File: src/rtl/fetch_ctrl.sv
// Fetch-stage sequencer: owns the PC and the IF/ID register, picks the next
// fetch address (sequential, redirect, exception vector or hold) and
// registers the instruction returned by the asynchronous instruction memory.
module fetch_ctrl #(
    parameter logic [31:0] RESET_PC = 32'h0000_0000,
    parameter logic [31:0] EXC_VEC  = 32'h0000_0180
) (
    input  logic        clk,
    input  logic        rst,
    input  logic        stall_i,
    input  logic        redirect_i,
    input  logic [31:0] redirect_pc_i,
    input  logic        exc_i,
    input  logic        halt_i,
    input  logic [31:0] instr_i,
    output logic [29:0] pc_o,
    output logic        if_valid_o,
    output logic [31:0] if_instr_o,
    output logic [31:0] if_pc_add4_o,
    output logic        adel_o,
    output logic        halted_o,
    output logic [15:0] flush_cnt_o
);

    localparam int unsigned XLEN = 32;
    localparam int unsigned PCW  = 30;
    localparam int unsigned CNTW = 16;

    typedef enum logic [0:0] {
        ST_RUN  = 1'b0,
        ST_HALT = 1'b1
    } state_t;

    state_t            state_q, state_d;
    logic [PCW-1:0]    pc_d;
    logic              valid_d;
    logic [XLEN-1:0]   instr_d;
    logic [XLEN-1:0]   add4_d;
    logic              adel_d;
    logic              halted_d;
    logic [CNTW-1:0]   cnt_d;
    logic              flush;
    logic [PCW-1:0]    pc_inc;

    // 30-bit word increment wraps naturally at the top of the address space
    assign pc_inc = pc_o + PCW'(1);

    // State and pipeline register update with synchronous reset
    always_ff @(posedge clk) begin
        if (rst) begin
            state_q      <= ST_RUN;
            pc_o         <= RESET_PC[31:2];
            if_valid_o   <= 1'b0;
            if_instr_o   <= '0;
            if_pc_add4_o <= '0;
            adel_o       <= 1'b0;
            halted_o     <= 1'b0;
            flush_cnt_o  <= '0;
        end else begin
            state_q      <= state_d;
            pc_o         <= pc_d;
            if_valid_o   <= valid_d;
            if_instr_o   <= instr_d;
            if_pc_add4_o <= add4_d;
            adel_o       <= adel_d;
            halted_o     <= halted_d;
            flush_cnt_o  <= cnt_d;
        end
    end

    // Next-PC selection, IF/ID update, flush accounting and state transitions
    always_comb begin
        state_d  = state_q;
        pc_d     = pc_o;
        valid_d  = if_valid_o;
        instr_d  = if_instr_o;
        add4_d   = if_pc_add4_o;
        adel_d   = 1'b0;
        halted_d = halted_o;
        cnt_d    = flush_cnt_o;
        flush    = 1'b0;

        case (state_q)
            ST_RUN: begin
                if (exc_i) begin
                    pc_d  = EXC_VEC[31:2];
                    flush = 1'b1;
                end else if (redirect_i) begin
                    // a redirect wins over stall: the stalled ID slot is wrong-path
                    if (redirect_pc_i[1:0] != 2'b00) begin
                        pc_d   = EXC_VEC[31:2];
                        adel_d = 1'b1;
                    end else begin
                        pc_d = redirect_pc_i[31:2];
                    end
                    flush = 1'b1;
                end else if (halt_i) begin
                    state_d  = ST_HALT;
                    halted_d = 1'b1;
                    flush    = 1'b1;
                end else if (stall_i) begin
                    pc_d = pc_o;
                end else begin
                    valid_d = 1'b1;
                    instr_d = instr_i;
                    add4_d  = {pc_inc, 2'b00};
                    pc_d    = pc_inc;
                end
            end
            ST_HALT: begin
                valid_d  = 1'b0;
                instr_d  = '0;
                halted_d = 1'b1;
            end
            default: begin
                state_d = ST_RUN;
            end
        endcase

        // squash IF/ID; only a real instruction counts as a flushed slot
        if (flush) begin
            valid_d = 1'b0;
            instr_d = '0;
            add4_d  = '0;
            if (if_valid_o && (flush_cnt_o != {CNTW{1'b1}})) begin
                cnt_d = flush_cnt_o + CNTW'(1);
            end
        end
    end

endmodule
File: config.mk
export PLATFORM = sky130hd
export DESIGN_NAME = fetch_ctrl
export DESIGN_NICKNAME = d
export VERILOG_FILES = /design/src/rtl/fetch_ctrl.sv
export SDC_FILE = /design/constraint.sdc
export NUM_CORES = 1
export LEC_CHECK = 0
export CAP_MARGIN = 5
export CELL_PAD_IN_SITES_DETAIL_PLACEMENT = 0
export CELL_PAD_IN_SITES_GLOBAL_PLACEMENT = 1
export CORE_UTILIZATION = 27
export CTS_CLUSTER_DIAMETER = 120
export CTS_CLUSTER_SIZE = 8
export DETAILED_ROUTE_END_ITERATION = 16
export GPL_ROUTABILITY_DRIVEN = 0
export PLACE_DENSITY_LB_ADDON = 0.1
export SYNTH_ARGS = -nofsm -noshare
export SYNTH_HDL_FRONTEND = slang
export SYNTH_SLANG_ARGS = --single-unit
File: constraint.sdc
create_clock -name clk -period 2.7 [get_ports clk]
set_input_delay 0.405 -clock clk [delete_from_list [all_inputs] [get_ports clk]]
set_output_delay 0.405 -clock clk [all_outputs]
set_load 0.05 [all_outputs]
==> impl_metrics.toml, run 1 <==
[run_status]
status = "finished clean"

[critical_path]
reg2reg_from = "pc_o[14]"
criticalPathCategory = "register to output port"
reg2reg_slack_ns = 0.52
arrival_ns = 1.87
crit_family = "buffers and inverters"
crit_path_end_kind = "output port"
reg2reg_to = "if_pc_add4_o[26]"
crit_fanout = 8
critPathLaunchType = "register"
reg2regPathDepth = 5
required_ns = 2.30
crit_buf_inv = 1
crit_chain = "clkdlybuf4s50_1"
critPathSlowestCell = "clkdlybuf4s50_1"
cp_slowest_stage_delay_ns = 0.94

[power]
p_clk_share_pct = 39.2
power.net_switching_uw = 979
seq_power_share_pct = 48.4
ir_drop_mv = 0.295
powerDensity_nw_per_um2 = 450
pwr-share-comb_pct = 12.4
leakage_nw = 2.68
sw_frac_of_total_pct = 27.9
p_int_mw = 2.53

[detailed_routing]
postRouteAntennaNets = 0
via_count = 5366
wl_microns = 19000
avgViaCountPerCell = 5.03
wire_per_inst_microns = 17.8
drcViolationCount = 0
drt_iter0_drc = 348
dr.pass1.iters = 5

[die]
dieWidth_microns = 143
rows = 51
io_pins = 183
die_height_microns = 143
start_util_pct = 27.5
die-area_sq_um = 20300
core_area_sq_um = 19400

[global_route]
grtUsageTotal_pct = 18.9
grt_max_degree = 70
grt.overflow.total = 0
grt_pass1_vias = 5202
grt_first_pass_wirelength_microns = 29500
antenna_found_initial = 0

[yosys]
synth_edf_count = 0
netlist_area_sq_um = 5340
ys_types = 65
yosysSeqAreaShare_pct = 42.0
synth_cells = 620
async_flop_share_pct = 0
ys.flop_type = "dfxtp_1"
yosys_warnings = 0
syn_avg_cell_area_sq_um = 8.61
synth-seq-cells = 112

[clock_tree]
cts_buffers = 9
cts-root-buf = "clkbuf_16"
htree_levels = 3
insertion_delay_ns = 0.36
ctsResizeCount = 0
cts_tree = "yes"
cts_buffer_depth = 2
cts.sinks = 112
cts_hold_buffers = 0
post_cts_buffers = 0
clkTransAtPathRegs_ns = 0.08

[min_path]
min_path_cells = 1
hold_end = "halted_o"
hold_path.class = "register to register"
min_from = "halted_o"

[sta]
fmax_ghz = 0.439
period_needed_ns = 2.28
slew_violations = 0
worstMarginPinSlew_ns = 1.08
relSlewSlack_pct = 27.9
whs_ns = 0.455
rsz0062_at_grt = "false"
hold_viol = 0
period_share_pct = 84.3
finClkSkew_ns = 0.00746
setup_viol_count_final = 0

[finish]
diodes = 0
syn2layout_area_growth_pct = 46.3
final_cell_area_sq_um = 7810
drive_gt1_share_pct = 8.23
num-nets-final = 869

[placed_design]
io_buffer_count = 180
dpl_cell_area_sq_um = 7500
dp_hpwl_microns = 13800

[flow_run]
max_cap_violations = 0
through the flow:
stage | total power [mW] | TNS, ns | instances | util (%) | setup slack [ns]
2_1_floorplan | 1.95 | 0 | 621 | - | 0.436
3_3_place_gp | 2.17 | 0 | 1051 | 38.7 | 0.0609
3_5_place_dp | 2.17 | -0.770 | 1051 | 38.7 | -0.0645
4_1_cts | 3.57 | 0 | 1067 | 40.2 | 0.315
5_1_grt | 3.67 | 0 | 1067 | 40.2 | 0.251
6_report | 3.51 | 0 | 1067 | 40.2 | 0.425
cells by family (layout without fill, tap and decap cells):
group,Yosys count,in the layout,synth area share [%]
other,1,2,0.0703
AOI/OAI and AO/OA,183,183,22.4
muxes,2,2,0.375
adders and majority gates,2,2,0.469
buffers and inverters,52,233,4.50
DFF,112,112,42.0
and+or+nand+nor,228,228,23.6
xor gates and xnor gates,40,40,6.57
synth_stat cells, types with 5 or more instances:
cell / n / area share [%]
a31oi_1: 8 / 0.94
and4_1: 5 / 0.82
o21ai_0: 41 / 3.8
buf_2: 12 / 1.1
nor2_1: 88 / 6.2
nor4_1: 6 / 0.70
nand4_1: 19 / 2.2
xor2_1: 25 / 4.1
a32o_1: 5 / 0.94
nand2_1: 24 / 1.7
xnor2_1: 15 / 2.5
buf_4: 5 / 0.70
a21oi_1: 45 / 4.2
a22oi_1: 35 / 4.9
nor3_1: 7 / 0.66
inv_1: 9 / 0.63
dfxtp_1: 112 / 42
and3_1: 18 / 2.1
clkbuf_1: 20 / 1.4
nand3_1: 26 / 2.4
a22o_1: 9 / 1.5
a211oi_1: 8 / 1.1
power by group through the flow:
stage                     clock network (mW)  registers (mW)  logic [mW]
after floorplan                            0            1.79       0.157
after global placement                     0            1.74       0.432
after detailed placement                   0            1.74       0.435
after CTS                               1.43            1.70       0.437
after global routing                    1.50            1.70       0.466
final                                   1.37            1.70       0.437
per-layer routing:
metal / track usage, % / vias to the layer above / part of all wire (%)
met5: 0 / - / 0
met4: 4.13 / 0 / 0.98
met3: 4.21 / 17 / 5.6
met2: 29.5 / 166 / 45
met1: 26.4 / 2543 / 49
li1: - / 2640 / -
registers in the layout (all words and copies together) (netlist names):
signal        flops
if_instr_o       32
if_pc_add4_o     30
pc_o             30
flush_cnt_o      16
adel_o            1
halted_o          1
if_valid_o        1
state_q           1
cell usage in the layout, fill, tap and decap left out, drive strengths merged, types with 9 or more instances in the layout:
master / synthesis / layout
buf: 20 / 28
and3: 18 / 18
clkbuf: 23 / 10
nand2: 24 / 24
a22oi: 35 / 35
xor2: 25 / 25
nand4: 21 / 21
nor2: 90 / 90
xnor2: 15 / 15
clkdlybuf4s50: 0 / 180
nor4: 10 / 10
a22o: 9 / 9
nor3: 11 / 11
o21ai: 44 / 44
a21oi: 45 / 45
nand3: 30 / 30
inv: 9 / 13
dfxtp: 112 / 112
area by class of cell:
type                    count  area, sq um
fillers                  1997        11600
inverters                   9         33.8
clock inverters             6         60.1
clock buffers              10          239
well taps                 265          332
flip-flops and latches    112         2240
multi-input cells         457         2880
repair buffers            208         2020
worst max path at each step:
stage               start        endpoint  depth (start not counted)
4_1_cts        redirect_i  if_instr_o[12]                          5
3_5_place_dp   redirect_i   if_instr_o[7]                          5
2_1_floorplan     pc_o[0]        pc_o[16]                          5
5_1_grt        redirect_i  if_instr_o[12]                          5
3_3_place_gp   redirect_i  if_instr_o[31]                          5
6_report          pc_o[3]         pc_o[3]                          1
Note: power is estimated with default switching activity, not from simulation.
==> run 2, diff against run 1 <==
==> constraint.sdc (replaced) <==
create_clock -name clk -period 2.15 [get_ports clk]
set_input_delay 0.3225 -clock clk [delete_from_list [all_inputs] [get_ports clk]]
set_output_delay 0.3225 -clock clk [all_outputs]
set_load 0.05 [all_outputs]
==> run 2 against run 1 <==
Final cell count up 4.2%. Die area is the same. Clock power grew 23%. Highest routed layer unchanged. Hold slack improved by 0.0047 ns.
==> impl_metrics.toml, run 2 (synthesis gave the netlist of run 1 again) <==
[sta]
relSlewSlack_pct = 56.8
worstMarginPinSlew_ns = 0.643
hold_viol = 0
rsz0062_at_grt = "false"
setup_viol_count_final = 0
period_share_pct = 96.2
whs_ns = 0.459
slew_violations = 0
finClkSkew_ns = 0.00843
setup_slack_ns = 0.0821
period_needed_ns = 2.07
fmax_ghz = 0.484

[power]
powerDensity_nw_per_um2 = 539
ir_drop_mv = 0.348
p_int_mw = 3.19
seq_power_share_pct = 48.1
power.net_switching_mw = 1.22
p_clk_share_pct = 38.0
leakage_nw = 2.92
pwr-share-comb_pct = 13.8
sw_frac_of_total_pct = 27.7

[global_route]
antenna_found_initial = 0
grt_first_pass_wirelength_microns = 30000
grt.overflow.total = 0
grtUsageTotal_pct = 19.1
grt_pass1_vias = 5514
grt_max_degree = 49

[critical_path]
crit_path_end_kind = "output port"
critPathLaunchType = "register"
required_ns = 1.83
criticalPathCategory = "register to output port"
critPathSlowestCell = "clkdlybuf4s50_1"
crit_buf_inv = 1
cp_slowest_stage_delay_ns = 0.87
crit_chain = "clkdlybuf4s50_1"
reg2reg_from = "pc_o[0]"
crit_fanout = 8
arrival_ns = 1.75
crit_start = "pc_o[22]"
crit_family = "buffers and inverters"

[detailed_routing]
postRouteAntennaNets = 0
drcViolationCount = 0
wl_microns = 19200
wire_per_inst_microns = 17.3
drt_iter0_drc = 223
via_count = 5471
avgViaCountPerCell = 4.92
dr.pass1.iters = 5

[finish]
diodes = 0
utilization_pct = 42.2
instances_no_fill = 1112
max_flop_register = "if_instr_o"
biggestRegsByFlops = "if_instr_o x32, if_pc_add4_o x30, pc_o x30"
layout_commonest_cell = "clkdlybuf4s50_1"
final_cell_area_sq_um = 8180
num-nets-final = 914
layout_common_cells = "clkdlybuf4s50_1 (175), dfxtp_1 (110), nor2_1 (87)"
syn2layout_area_growth_pct = 53.3
drive_gt1_share_pct = 13.9
largest_register_ffs = 32

[placed_design]
placed_cells = 1095
dpl_cell_area_sq_um = 7870
dpl_worst_slack_ns = -0.315
dp_hpwl_microns = 14800
io_buffer_count = 180

[die]
die_height_microns = 143
dieWidth_microns = 143
start_util_pct = 27.5
core_area_sq_um = 19400
rows = 51
io_pins = 183
die-area_sq_um = 20300

[clock_tree]
cts-root-buf = "clkbuf_16"
cts_buffers = 9
cts.sinks = 112
cts_buffer_depth = 2
insertion_delay_ns = 0.36
htree_levels = 3
ctsResizeCount = 0
cts_tree = "yes"
cts_hold_buffers = 0
clkTransAtPathRegs_ns = 0.08
post_cts_buffers = 0

[flow_run]
max_cap_violations = 0

[min_path]
min_from = "if_pc_add4_o[20]"
hold_path.class = "register to register"

[run_status]
status = "finished clean"
[run 2: cell count changes in the layout (fill, tap and decap cells not counted), sizes merged]
cell	delta
clkbuf	-1
clkdlybuf4s50	-5
inv	-1
clkinvlp	+2
buf	+50
[run 2: metrics by stage]
stage / setup TNS (ns) / power, mW
2_1_floorplan: 0 / 2.44
3_3_place_gp: -6.23 / 2.78
3_5_place_dp: -10.58 / 2.78
4_1_cts: 0 / 4.47
5_1_grt: 0 / 4.60
6_report: 0 / 4.41
[run 2: final cells by class]
type / count / area (sq um)
fillers: 2019 / 11200
multi-input cells: 457 / 2870
repair buffers: 253 / 2410
flip-flops and latches: 112 / 2240
well taps: 265 / 332
clock buffers: 9 / 225
clock inverters: 7 / 65.1
inverters: 9 / 33.8
[run 2: final timing paths]
path	slack (ns)	cells after the start	end
max	0.08	1	pc_o[22]
min	0.46	2	if_pc_add4_o[20]
max reg2reg	0.22	6	if_pc_add4_o[18]
min reg2reg	0.46	2	if_pc_add4_o[20]
[run 2: per-layer routing]
layer  vias to the layer above  wire, microns  track usage, %
met5                         -              0               0
met2                       150           8650            31.1
met4                         0            300            5.94
li1                       2729              -               -
met1                      2572           9240            25.8
met3                        20            997            3.23
[run 2: power by group through the flow]
stage	clock (mW)	combinational [mW]	sequential [mW]
final	1.68	0.610	2.12
after global routing	1.82	0.655	2.13
after CTS	1.74	0.610	2.12
after detailed placement	0	0.607	2.17
after global placement	0	0.605	2.17
after floorplan	0	0.197	2.25
[run 2: tightest hold or removal path: cells and delay by family, from the launching register on]
family | cells | cell delay [ns]
compound gates | 1 | 0.05
flops | 1 | 0.32
simple gates | 1 | 0.05
